==> src/rtl/peripheral_display_7seg_n_pkg.sv <==
// display_pkg: register map, CTRL field positions, converter states and segment glyphs
// Segment vectors are active-low, bit 0 = a ... bit 6 = g.
package display_pkg;
  localparam logic [1:0] ADDR_DATA = 2'd0;
  localparam logic [1:0] ADDR_CTRL = 2'd1;
  localparam logic [1:0] ADDR_STATUS = 2'd2;
  localparam logic [1:0] ADDR_RSVD = 2'd3;
  localparam int CTRL_NUMS = 0;
  localparam int CTRL_DOTS = 8;
  localparam int CTRL_FMT = 16;
  localparam int CTRL_BLINK = 17;
  localparam int CTRL_BRIGHT = 18;
  localparam logic [6:0] SEG_BLANK = 7'h7F;
  localparam logic [6:0] SEG_DASH = 7'h3F;
  typedef enum logic {CONV_IDLE, CONV_RUN} conv_state_t;
  function automatic logic [6:0] glyph(input logic [3:0] n);
    case (n)
      4'h0: return 7'h40;
      4'h1: return 7'h79;
      4'h2: return 7'h24;
      4'h3: return 7'h30;
      4'h4: return 7'h19;
      4'h5: return 7'h12;
      4'h6: return 7'h02;
      4'h7: return 7'h78;
      4'h8: return 7'h00;
      4'h9: return 7'h10;
      4'hA: return 7'h08;
      4'hB: return 7'h03;
      4'hC: return 7'h46;
      4'hD: return 7'h21;
      4'hE: return 7'h06;
      default: return 7'h0E;
    endcase
  endfunction
  function automatic int pow10(input int n);
    int r;
    r = 1;
    for (int i = 0; i < n; i++) r = r * 10;
    return r;
  endfunction
endpackage

==> src/rtl/peripheral_display_7seg_n_if.sv <==
// peripheral_display_7seg_n_if: register bus (addr, WD, WE in; RD out of the slave)
interface peripheral_display_7seg_n_if;
  logic [1:0] addr;
  logic [31:0] WD;
  logic WE;
  logic [31:0] RD;
  modport master(output addr, WD, WE, input RD);
  modport slave(input addr, WD, WE, output RD);
endinterface

==> src/rtl/peripheral_display_7seg_n_bin_to_bcd_seq.sv <==
// bin_to_bcd_seq: double-dabble, one input bit per cycle, 4*N_DIGITS cycles per conversion
// Ports: clk, rst; start + value load (restarts if busy); busy; done pulses on the last
// step while bcd/overflow carry the finished result for the caller to latch.
module bin_to_bcd_seq import display_pkg::*; #(
  parameter int N_DIGITS = 8
) (
  input  logic clk,
  input  logic rst,
  input  logic start,
  input  logic [4*N_DIGITS-1:0] value,
  output logic busy,
  output logic done,
  output logic overflow,
  output logic [4*N_DIGITS-1:0] bcd
);
  localparam int W = 4*N_DIGITS;
  localparam int CW = $clog2(W);
  localparam logic [31:0] LIMIT = 32'(pow10(N_DIGITS));
  conv_state_t state;
  logic [W-1:0] bin, work, adj;
  logic [CW-1:0] cnt;
  logic ovf_work;
  for (genvar d = 0; d < N_DIGITS; d++) begin : g_adj
    assign adj[4*d +: 4] = work[4*d +: 4] > 4'd4 ? work[4*d +: 4] + 4'd3 : work[4*d +: 4];
  end
  // Digits above N_DIGITS are dropped; overflow is decided from the input instead.
  assign bcd = {adj[W-2:0], bin[W-1]};
  assign busy = state == CONV_RUN;
  assign done = busy && cnt == CW'(W-1);
  assign overflow = ovf_work;
  always_ff @(posedge clk) begin
    if (rst) begin
      state <= CONV_IDLE;
      bin <= '0;
      work <= '0;
      cnt <= '0;
      ovf_work <= 1'b0;
    end else if (start) begin
      state <= CONV_RUN;
      bin <= value;
      work <= '0;
      cnt <= '0;
      ovf_work <= 32'(value) >= LIMIT;
    end else if (busy) begin
      state <= done ? CONV_IDLE : CONV_RUN;
      bin <= bin << 1;
      work <= bcd;
      cnt <= cnt + 1'b1;
    end
  end
endmodule

==> src/rtl/peripheral_display_7seg_n.sv <==
// peripheral_display_7seg_n: multiplexed N-digit 7-segment driver with raw/binary modes
// Ports: clk, rst; bus (slave: addr, WD, WE, RD); hex/hex_dot/hex_sel active-low pins.
module peripheral_display_7seg_n import display_pkg::*; #(
  parameter int N_DIGITS = 8,
  parameter int SCAN_DIV = 50000,
  parameter int BLINK_FRAMES = 64
) (
  input  logic clk,
  input  logic rst,
  peripheral_display_7seg_n_if.slave bus,
  output logic [6:0] hex,
  output logic hex_dot,
  output logic [N_DIGITS-1:0] hex_sel
);
  localparam int W = 4*N_DIGITS;
  localparam int SW = $clog2(SCAN_DIV);
  localparam int DW = $clog2(N_DIGITS);
  localparam int FW = $clog2(BLINK_FRAMES) + 1;
  localparam logic [7:0] EN_MASK = 8'((1 << N_DIGITS) - 1);
  localparam logic [20:0] CTRL_MASK = {3'b111, 2'b11, EN_MASK, EN_MASK};
  logic [W-1:0] data, new_data, conv_bcd, bcd_res, shown;
  logic [20:0] ctrl, new_ctrl;
  logic [7:0] nums_en, dots_en;
  logic [31:0] thr;
  logic [SW-1:0] scan_cnt;
  logic [DW-1:0] digit;
  logic [FW-1:0] frame_cnt;
  logic [3:0] nib;
  logic phase, wr_data, wr_ctrl, start, fmt, conv_busy, conv_done, conv_ovf, ovf_res;
  logic scan_wrap, digit_wrap, frame_wrap, blank, lit, on, dot_on;
  assign wr_data = bus.WE && bus.addr == ADDR_DATA;
  assign wr_ctrl = bus.WE && bus.addr == ADDR_CTRL;
  assign new_data = wr_data ? bus.WD[W-1:0] : data;
  assign new_ctrl = wr_ctrl ? bus.WD[20:0] & CTRL_MASK : ctrl;
  // The converter loads the post-write DATA so a CTRL write converts the stored value.
  assign start = (wr_data || wr_ctrl) && new_ctrl[CTRL_FMT];
  assign fmt = ctrl[CTRL_FMT];
  assign nums_en = ctrl[CTRL_NUMS +: 8];
  assign dots_en = ctrl[CTRL_DOTS +: 8];
  assign bus.RD = rst ? '0 :
                  bus.addr == ADDR_DATA ? 32'(data) :
                  bus.addr == ADDR_CTRL ? 32'(ctrl) :
                  bus.addr == ADDR_STATUS ? {30'b0, fmt && ovf_res, conv_busy} : '0;
  bin_to_bcd_seq #(.N_DIGITS(N_DIGITS)) conv (
    .clk(clk), .rst(rst), .start(start), .value(new_data),
    .busy(conv_busy), .done(conv_done), .overflow(conv_ovf), .bcd(conv_bcd)
  );
  assign scan_wrap = scan_cnt == SW'(SCAN_DIV - 1);
  assign digit_wrap = digit == DW'(N_DIGITS - 1);
  assign frame_wrap = frame_cnt == FW'(BLINK_FRAMES - 1);
  assign shown = fmt ? bcd_res : data;
  assign nib = shown[{digit, 2'b00} +: 4];
  assign thr = 32'((32'(ctrl[CTRL_BRIGHT +: 3]) + 32'd1) * SCAN_DIV) >> 3;
  assign lit = 32'(scan_cnt) < thr;
  assign blank = ctrl[CTRL_BLINK] && phase;
  assign on = lit && nums_en[digit] && !blank;
  assign dot_on = lit && dots_en[digit] && !blank;
  always_ff @(posedge clk) begin
    if (rst) begin
      data <= '0;
      ctrl <= '0;
      bcd_res <= '0;
      ovf_res <= 1'b0;
      scan_cnt <= '0;
      digit <= '0;
      frame_cnt <= '0;
      phase <= 1'b0;
      hex <= SEG_BLANK;
      hex_dot <= 1'b1;
      hex_sel <= '1;
    end else begin
      data <= new_data;
      ctrl <= new_ctrl;
      if (conv_done) begin
        bcd_res <= conv_bcd;
        ovf_res <= conv_ovf;
      end
      scan_cnt <= scan_wrap ? '0 : scan_cnt + 1'b1;
      if (scan_wrap) begin
        digit <= digit_wrap ? '0 : digit + 1'b1;
        if (digit_wrap) begin
          frame_cnt <= frame_wrap ? '0 : frame_cnt + 1'b1;
          phase <= phase ^ frame_wrap;
        end
      end
      hex <= on ? (fmt && ovf_res ? SEG_DASH : glyph(nib)) : SEG_BLANK;
      hex_dot <= !dot_on;
      hex_sel <= on ? ~(N_DIGITS'(1) << digit) : '1;
    end
  end
endmodule

==> src/flat_wrapper.sv <==
// flat-port wrapper written by rule: the top's interface ports become plain ports
module peripheral_display_7seg_n_flat import display_pkg::*;
#(
  parameter int N_DIGITS = 8,
  parameter int SCAN_DIV = 50000,
  parameter int BLINK_FRAMES = 64
)
  (clk, rst, hex, hex_dot, hex_sel, bus_addr, bus_WD, bus_WE, bus_RD);
  peripheral_display_7seg_n_if bus_i ();
  input  logic clk;
  input  logic rst;
  output logic [6:0] hex;
  output logic hex_dot;
  output logic [N_DIGITS-1:0] hex_sel;
  input wire logic [$bits(bus_i.addr)-1:0] bus_addr;
  input wire logic [$bits(bus_i.WD)-1:0] bus_WD;
  input wire logic [$bits(bus_i.WE)-1:0] bus_WE;
  output wire logic [$bits(bus_i.RD)-1:0] bus_RD;
  assign bus_i.addr = bus_addr;
  assign bus_i.WD = bus_WD;
  assign bus_i.WE = bus_WE;
  assign bus_RD = bus_i.RD;
  peripheral_display_7seg_n #(.N_DIGITS(N_DIGITS), .SCAN_DIV(SCAN_DIV), .BLINK_FRAMES(BLINK_FRAMES)) u_core (.clk(clk), .rst(rst), .bus(bus_i), .hex(hex), .hex_dot(hex_dot), .hex_sel(hex_sel));
endmodule
==> config.mk <==
export PLATFORM = sky130hd
export DESIGN_NAME = peripheral_display_7seg_n_flat
export DESIGN_NICKNAME = d
export VERILOG_FILES = /design/src/rtl/peripheral_display_7seg_n_pkg.sv /design/src/rtl/peripheral_display_7seg_n_if.sv /design/src/rtl/peripheral_display_7seg_n_bin_to_bcd_seq.sv /design/src/rtl/peripheral_display_7seg_n.sv /design/src/flat_wrapper.sv
export SDC_FILE = /design/constraint.sdc
export NUM_CORES = 1
export LEC_CHECK = 0
export BUFFER_PORTS_ARGS = -buffer_cell sky130_fd_sc_hd__buf_2
export CAP_MARGIN = 0
export CORE_AREA = 2 2 128 161
export DETAILED_ROUTE_END_ITERATION = 7
export DIE_AREA = 0 0 130 163
export GPL_ROUTABILITY_DRIVEN = 0
export PLACE_DENSITY = 0.75
export SLEW_MARGIN = 10
export SYNTH_ARGS = -nofsm -noshare
export SYNTH_HDL_FRONTEND = slang
export SYNTH_SLANG_ARGS = --single-unit
==> constraint.sdc <==
create_clock -name clk -period 4.4 [get_ports clk]
set_input_delay 0.88 -clock clk [delete_from_list [all_inputs] [get_ports clk]]
set_output_delay 0.88 -clock clk [all_outputs]
set_load 0.005 [all_outputs]
# After elaboration in Yosys (flattened, before gate mapping)
# Memory sizes are Yosys's and may differ from the RTL's.
# Index checks and enable logic that the tools add are counted.
[op_classes] n_addsub=13 n_mul=1 magnitude_cmp=11 n_eq_ne=6 shifts=2 mux=27 n_bitwise=3 n_reduce_logical=20
[ops] operator="$mux 32" count=6
[ops] operator="$ge 32x27->1 const B" count=1
[ops] operator="$gt 4x3->1 const B" count=8
[ops] operator="$mul 32x12->28 const B" count=1
[ops] operator="$shiftx 32x6->4" count=1
[ops] operator="$lt 16x29->1" count=1
[ops] operator="$add 4x2->4 const B" count=7
[ops] operator="$mux 4" count=7
[ops] operator="$mux 21" count=1
[ops] operator="$mux 17" count=1
[ops] operator="$add 16x1->16 const B" count=1
[ops] operator="$eq 16x16->1 const B" count=1
[ops] operator="$mux 7" count=2
[ops] operator="$logic_and 1x1->1" count=10
[ops] operator="$not 8->8" count=1
[ops] operator="$shl 1x3->8 const A" count=1
[ops] operator="$add 7x1->7 const B" count=1
[ops] operator="$eq 7x6->1 const B" count=1
[ops] operator="$bmux 1 s3" count=2
[ops] operator="$mux 3" count=2
[ops] operator="$reduce_or 2->1" count=3
[ops] operator="$add 5x1->5 const B" count=1
[ops] operator="$eq 5x5->1 const B" count=1
[ops] operator="$mux 1" count=5
[ops] operator="16 further kinds" count=17
[word_totals] regBits=200 rom_bits=112 out_inout_bits=48 word_cells=102 memories=1
[mem_list] memory="(name not given)" depth=16 word_bits=7 read_ports=1 rd_ports_with_merged_regs=0 wr=0 line_no="peripheral_display_7seg_n_pkg.sv:17" rtl="case (n)"

# Longest topological paths before layout
# Gate-level depths: netlist (run 1).
[depth] ltp_word=7 ltp_mapped=20 mapped_depth_nobuf=19

# By module
# A second synthesis (run 1) with hierarchy kept.
[unflattened] hier_cells=1176 area_unflattened_um2=10722.8
[modules_own_cells] module="peripheral_display_7seg_n" instances=1 cells_each=736 area_each_um2=6955.4 seq_area_each_um2=2582.5
[modules_own_cells] module="bin_to_bcd_seq" instances=1 cells_each=440 area_each_um2=3767.4 seq_area_each_um2=1421.4

# Worst setup path after synthesis (run 1)
# No wires, ideal clock.
[synth_timing] path_kind="register -> register" from="reg u_core.ctrl[18]" to="reg u_core.hex_sel[3]" arrival_ns=4.287 slack_ns=0.049 stages_incl_launch_ff=21 synth_period_minus_slack_ns=4.351 cell_sequence="dfxtp_1 > inv_1 > nor3_1 > ha_1 > inv_1 > fa_1 > inv_1 > ha_1 > a21oi_1 > o221ai_1 > or2_2 > a31oi_1 > xor2_1 > ha_1 > o21a_1 > o21ai_0 > a2111oi_0 > o211ai_1 > or2_2 > clkbuf_1 > nand4_1"
[synth_via] elab_chain_cells=7
[synth_lines] item="start, declared" line_no="peripheral_display_7seg_n.sv:22" rtl="logic [20:0] ctrl, new_ctrl;"
[synth_lines] item="start signal, assigned" line_no="peripheral_display_7seg_n.sv:73" rtl="ctrl <= new_ctrl;"
[synth_lines] item="$add 3x1->4" line_no="peripheral_display_7seg_n.sv:53" rtl="assign thr = 32'((32'(ctrl[CTRL_BRIGHT +: 3]) + 32'd1) * SCAN_DIV) >> 3;"
[synth_lines] item="$mul 32x12->28" line_no="peripheral_display_7seg_n.sv:53"
[synth_lines] item="$lt 16x29->1" line_no="peripheral_display_7seg_n.sv:54" rtl="assign lit = 32'(scan_cnt) < thr;"
[synth_lines] item="$logic_and 1x1->1 (2 in series)" line_no="peripheral_display_7seg_n.sv:56" rtl="assign on = lit && nums_en[digit] && !blank;"
[synth_lines] item="$not 1->1 (no source line)"
[synth_lines] item="$reduce_or 2->1 (no source line)"
[synth_lines] item="end signal, assigned" line_no="peripheral_display_7seg_n.sv:88" rtl="hex_sel <= on ? ~(N_DIGITS'(1) << digit) : '1;"
[synth_lines] item="end, declared" line_no="peripheral_display_7seg_n.sv:13" rtl="output logic [N_DIGITS-1:0] hex_sel"
# No other way between the ends.
# A chain may end at the register's enable or synchronous reset.

# Worst setup path after layout (run 1)
[layout_timing] from="reg u_core.ctrl[18]" to="reg u_core.hex[0]"
[layout_via] elab_chain_cells=7
[layout_lines] item="$add 3x1->4" line_no="peripheral_display_7seg_n.sv:53"
[layout_lines] item="$mul 32x12->28" line_no="peripheral_display_7seg_n.sv:53"
[layout_lines] item="$lt 16x29->1" line_no="peripheral_display_7seg_n.sv:54"
[layout_lines] item="$logic_and 1x1->1 (2 in series)" line_no="peripheral_display_7seg_n.sv:56"
[layout_lines] item="$not 1->1 (no source line)"
[layout_lines] item="$reduce_or 3->1 (no source line)"
[layout_lines] item="end signal, assigned" line_no="peripheral_display_7seg_n.sv:86" rtl="hex <= on ? (fmt && ovf_res ? SEG_DASH : glyph(nib)) : SEG_BLANK;"
[layout_lines] item="end, declared" line_no="peripheral_display_7seg_n.sv:11" rtl="output logic [6:0] hex,"
# No other way between the ends.

==> impl_metrics.yaml, run 1 <==
cts:
  cts_made_buffers: 17
  cts_tree: "built"
  htree_num_levels: 4
  clock_path_buffers: 2
  clkLatencyLatePin_ps: 440
  root_buffer: "clkbuf_16"
  cts_sinks: 200
  ctsHoldBuffers: 0
  path_clk_slew_ps: 70
synthesis:
  syn_inst: 1211
  yosysTopAreaCell: "dfxtp_1"
  synth-edff-count: 0
  syn_avg_cell_area_um2: 8.66
  synthArstFlopShare: 0
  synth_nets: 1313
  yosysUniqueCellTypes: 64
  yosys-top-cells-area: "dfxtp_1 (38%), ha_1 (7.6%), mux2i_1 (6.6%), a21oi_1 (5.7%), nand2_1 (5.6%)"
  netlist_area_um2: 10500
  yosysWarnings: 0
  ys.flop_type: "dfxtp_1"
  yosysSeqAreaShare: 0.382
  synth_top_area_frac: 0.382
  synth-seq-cells: 200
critical_path:
  r2r_start: "u_core.ctrl[18]"
  arrival_ps: 4620
  required_ps: 4770
  critPathLaunchType: "flip-flop"
  crit_type: "flip-flop to flip-flop"
  crit_start: "u_core.ctrl[18]"
  crit_path_end_kind: "flip-flop"
  critical_path.max_fanout: 5
global_routing:
  use_met3: 0.0453
  grt_pass1_vias: 8643
  grt_pass1_wl_mm: 43.3
  grt_use_total: 0.259
  grt_max_degree: 67
  use_met1: 0.323
  grt_use_met2: 0.443
  antenna_found_initial: 0
  busiest_layer: "met2"
  gr-total-overflow: 0
drt:
  drt_pre_antenna_iters: 6
  drc: 0
  wirelength_mm: 26.8
  vias: 8995
  drtIter0Drc: 598
  ant_nets: 0
  vias_per_cell: 5.74
  wl_per_cell_um: 17.1
place:
  place_area_um2: 11200
  port_buffers: 84
  dp_hpwl_mm: 19.2
timing:
  slew_headroom: 0.383
  max_freq_mhz: 235
  finalMaxSlewViolations: 0
  fin_worst_skew_ps: 10.6
  setup_viol: 0
  post-route-min-period_ps: 4260
  worstMarginPinSlew_ps: 925
  period_share: 0.967
  hold_viol: 0
run:
  drv_cap: 0
floorplan:
  die_area_um2: 21200
  die_x_um: 130
  boundaryPins: 85
  fp-row-count: 58
  core-area_um2: 19800
  initial_core_util: 0.530
  die_y_um: 163
finish:
  final_nets: 1386
  fin_area_um2: 11900
  antennaDiodeCount: 0
  area_delta_synth_final_pct: 13.7
  final_layout_size_suffix_gt1_frac: 0.160
  final_util: 0.602
power:
  p_per_area_nw_per_um2: 318
  leakage_nw: 4.53
  max-vdd-ir-drop_v: 0.000268
worst_hold_path:
  worstHoldStart: "u_core.scan_cnt[0]"
  hp-class: "flip-flop to flip-flop"
run_status:
  status: "completed"
==> layer usage <==
layer	routed length, µm	share of wire	vias up
met3	1610	0.060	50
met5	0	0	-
met1	11100	0.41	4274
met2	13400	0.50	298
li1	-	-	4373
met4	708	0.026	0
==> layout by cell type, fill, tap and decap left out, types with 4 or more instances in the layout <==
cell type	count
dfxtp_1	197
nand2b_1	7
nor2b_1	18
buf_4	41
a21oi_1	119
inv_1	52
nor3b_1	9
and2_1	13
nand2_1	157
xor2_1	9
mux4_2	19
a22o_1	19
mux2_2	9
and3_1	10
nor2_1	142
nand4_1	12
a21o_1	4
ha_1	63
o211ai_1	7
o21ai_0	22
nand3_1	16
nor3_1	17
buf_2	83
clkbuf_16	17
xnor2_1	30
a211oi_1	54
mux2i_1	69
==> stage by stage <==
step	hold WS (ps)	setup WS (ps)	std cells	total power, mW	TNS [ps]
global placement	423	-70.9	1530	2.24	-193
CTS	452	25.4	1562	3.80	0
global route	465	-76.2	1567	3.92	-583
finish	447	144	1567	3.79	0
floorplan	413	48.5	1211	2.14	0
detailed placement	441	-271	1530	2.25	-1990
==> layout make-up <==
class	count	area, µm²
Clock buffer	21	460
Clock inverter	11	129
Tap cell	270	338
Sequential cell	200	4010
Fill cell	1716	7880
Multi-Input combinational cell	888	6070
Inverter	53	199
Timing Repair Buffer	124	723
==> power breakdown <==
group | total (mW) | internal (mW) | switching (mW)
Sequential | 1.89 | 1.85 | 0.0420
Clock | 1.57 | 0.834 | 0.738
Combinational | 0.326 | 0.131 | 0.194
Total | 3.79 | 2.82 | 0.974
==> state kept, by name, summed over array words and instances, names as in the netlist, 8 cells and up <==
| register | count |
|---|---|
| u_core.hex_sel | 8 |
| u_core.data | 32 |
| u_core.conv.bin | 32 |
| u_core.scan_cnt | 16 |
| u_core.conv.work | 32 |
| u_core.ctrl | 21 |
| u_core.bcd_res | 32 |
==> repair_timing <==
item	4_1_cts	5_1_grt
buffers inserted	0	5
cloned	0	0
pin swaps	2	7
gates resized for setup	10	9
setup endpoints to repair	16	16
==> cell usage after synthesis (all sizes together) (12+ instances only) <==
library cell,number
mux2i,70
a211oi,54
nor3,19
nand4,12
o21ai,25
buf,23
a21oi,120
xnor2,30
and2,14
clkbuf,47
dfxtp,200
a22o,19
nor2,143
nor2b,19
inv,53
nand2,157
mux4,19
ha,64
nand3,16
==> critical path, stage by stage, from the launching register on <==
cell and delay (ps):
dfxtp_2 330, ha_1 220, xor2_2 210, buf_4 150, ha_1 320, ha_1 350, ha_4 290, o21ai_1 70
a221oi_2 320, o211a_1 220, a21o_1 110, nand2_1 60, xnor2_1 120, ha_1 280, o21ai_0 90, a2111oi_1 370
o211ai_1 140, buf_4 170, o21ai_2 200, nand3b_1 160
==> cells by family (layout without fill, tap and decap cells) <==
kind of cell	after synthesis	after routing	synth area share
fa+ha+maj	65	65	0.0782
mux	99	99	0.120
compound gates	260	260	0.158
xor+xnor	40	40	0.0334
flops	200	200	0.382
buf+inv	123	209	0.0471
simple gates	424	424	0.182
==> path summary, 6_finish.rpt <==
| path | to | slack, ps | cells past startpoint |
|---|---|---|---|
| max | u_core.hex[0] | 140 | 19 |
| min | u_core.scan_cnt[0] | 450 | 1 |
| max reg2reg | u_core.hex[0] | 140 | 19 |
| min reg2reg | u_core.scan_cnt[0] | 450 | 1 |
No activity file was read; power rests on OpenSTA's default activity.
==> run 2, diff against run 1 <==
Settings changed: GPL_TIMING_DRIVEN set to 0.
==> run 2 against run 1 <==
Sequential share of layout area shrank 0.60 points; first-iteration DRC count is 34% higher; sequential power about the same; power increased by 1.2%; register-to-register slack worse by 90 ps; non-clock buffer count up 42; fmax fell by 2.1%; critical path depth increased by 2; largest cell class unchanged; highest routed layer is now met5.
==> impl_metrics.yaml, run 2 (synthesis gave the netlist of run 1 again) <==
run_status:
  status: "completed"
drt:
  ant_nets: 0
  vias: 9234
  drt_pre_antenna_iters: 5
  drtIter0Drc: 799
  wl_per_cell_um: 18.3
  drc: 0
  wirelength_mm: 29.5
  vias_per_cell: 5.74
timing:
  max_freq_mhz: 230
  slew_headroom: 0.455
  post-route-min-period_ps: 4350
  worstMarginPinSlew_ps: 818
  finalWorstSetupSlack_ps: 51.5
  finalMaxSlewViolations: 0
  hold_viol: 0
  rsz0062_at_grt: "yes"
  setup_viol: 0
  fin_worst_skew_ps: 12.3
  period_share: 0.988
floorplan:
  core-area_um2: 19800
  fp-row-count: 58
  die_x_um: 130
  die_y_um: 163
  boundaryPins: 85
  die_area_um2: 21200
  initial_core_util: 0.530
place:
  place_area_um2: 11200
  dp_hpwl_mm: 22.1
  port_buffers: 83
  place_inst: 1564
  place_ws_ps: -731
critical_path:
  cpMostUsedCell: "ha_4"
  critical_path.max_fanout: 5
  crit_path_end_kind: "flip-flop"
  reg2reg_slack_ps: 50
  required_ps: 4720
  slowest_delay_ps: 580
  worstPathCellList: "clkinvlp_4 -> ha_4 -> ha_4 -> inv_2 -> fa_1 -> inv_2 -> ha_4 -> a21oi_4 -> o221ai_2 -> or2_4 -> a31oi_4 -> xor2_1 -> ha_1 -> buf_4 -> o21a_1 -> o21ai_2 -> a2111oi_4 -> o211ai_1 -> buf_4 -> o21ai_4 -> a311o_1"
  arrival_ps: 4670
  cp.depth: 21
  critPathTopFamily: "adder cells"
  critPathLaunchType: "flip-flop"
  reg2reg_depth: 21
  worst-path-buf-inv: 5
  crit_type: "flip-flop to flip-flop"
  crit_path_top_delay_cell: "fa_1"
power:
  finalPower_mw: 3.83
  max-vdd-ir-drop_v: 0.000287
  swShare: 0.268
  comb_power_share: 0.092
  clkPwrFrac: 0.415
  leakage_nw: 4.53
  p_switching_mw: 1.03
  internal_power_mw: 2.81
  p_seq_frac: 0.493
  p_per_area_nw_per_um2: 315
cts:
  clkLatencyLatePin_ps: 440
  cts_sinks: 200
  cts_made_buffers: 17
  clock_path_buffers: 2
  cts_tree: "built"
  htree_num_levels: 4
  path_clk_slew_ps: 70
  root_buffer: "clkbuf_16"
finish:
  fin_area_um2: 12200
  layout_commonest_cell: "dfxtp_1"
  area_delta_synth_final_pct: 15.9
  stdcell_count: 1610
  final_layout_size_suffix_gt1_frac: 0.151
  nFillCells: 1688
  final_nets: 1428
  final_cell_mix: "dfxtp_1 (197), nand2_1 (157), nor2_1 (142)"
global_routing:
  gr-total-overflow: 0
  antenna_found_initial: 1
  grt_pass1_vias: 8571
  grt_pass1_wl_mm: 45.3
  grt_max_degree: 20
  grt_use_total: 0.278
worst_hold_path:
  hp-class: "flip-flop to flip-flop"
  whs_path_depth: 1
run:
  drv_cap: 0
run 2: changes by cell type in the layout (fill, tap and decap cells not counted), sizes merged:
| cell | previous run | this run |
|---|---|---|
| buf | 124 | 120 |
| clkbuf | 21 | 64 |
| clkinvlp | 0 | 3 |
| diode | 0 | 1 |
run 2: layout make-up:
cell class / count / area (µm²) / area share
Timing Repair Buffer: 97 / 520 / 0.0428
Multi-Input combinational cell: 888 / 6190 / 0.509
Tap cell: 270 / 338 / 0.0278
Sequential cell: 200 / 4020 / 0.330
Antenna cell: 1 / 2.50 / 0.000206
Inverter: 53 / 203 / 0.0167
Clock buffer: 18 / 439 / 0.0361
Buffer: 69 / 292 / 0.0240
Clock inverter: 14 / 160 / 0.0132
run 2: power by group through the flow:
stage	Clock (mW)	Combinational, mW	Sequential, mW
after detailed placement	0	0.324	1.93
after global routing	1.68	0.384	1.90
after CTS	1.60	0.331	1.89
after global placement	0	0.316	1.93
after floorplan	0	0.223	1.92
final	1.59	0.353	1.89
run 2: path summary, 6_finish.rpt:
| path | end | from |
|---|---|---|
| worst max register to register | u_core.hex[1] | u_core.ctrl[18] |
| worst max-delay path | u_core.hex[1] | u_core.ctrl[18] |
| worst min register to register | u_core.scan_cnt[0] | u_core.scan_cnt[0] |
| worst min-delay path | u_core.scan_cnt[0] | u_core.scan_cnt[0] |
run 2: worst reg2reg max path, cell delays in order (launching register included):
cell	delay (ps)
dfxtp_4	390
clkinvlp_4	150
ha_4	320
ha_4	130
inv_2	40
fa_1	580
inv_2	60
ha_4	160
a21oi_4	160
o221ai_2	130
or2_4	280
a31oi_4	130
xor2_1	200
ha_1	280
buf_4	140
o21a_1	100
o21ai_2	180
a2111oi_4	100
o211ai_1	110
buf_4	160
o21ai_4	70
a311o_1	350
run 2: timing repair:
item | 4_1_cts | 5_1_grt
pin swaps | 5 | 14
hold buffers | 0 | 0
setup buffers | 4 | 10
gates resized for setup | 19 | 24
setup endpoints to repair | 16 | 16
run 2: stage by stage:
stage	TNS [ps]	utilization	hold WS, ps
3_3_place_gp	-9220	0.568	428
6_report	0	0.614	436
5_1_grt	-412	0.614	461
3_5_place_dp	-10590	0.568	432
2_1_floorplan	0	-	413
4_1_cts	-2.21	0.603	442
run 2: per-layer routing:
metal  vias up  wire length (µm)  GRT usage
li1       4478                 -          -
met4         2              1050      0.110
met1      4307             12500      0.360
met2       371             13800      0.453
met3        76              2050     0.0545
met5         -                11          0
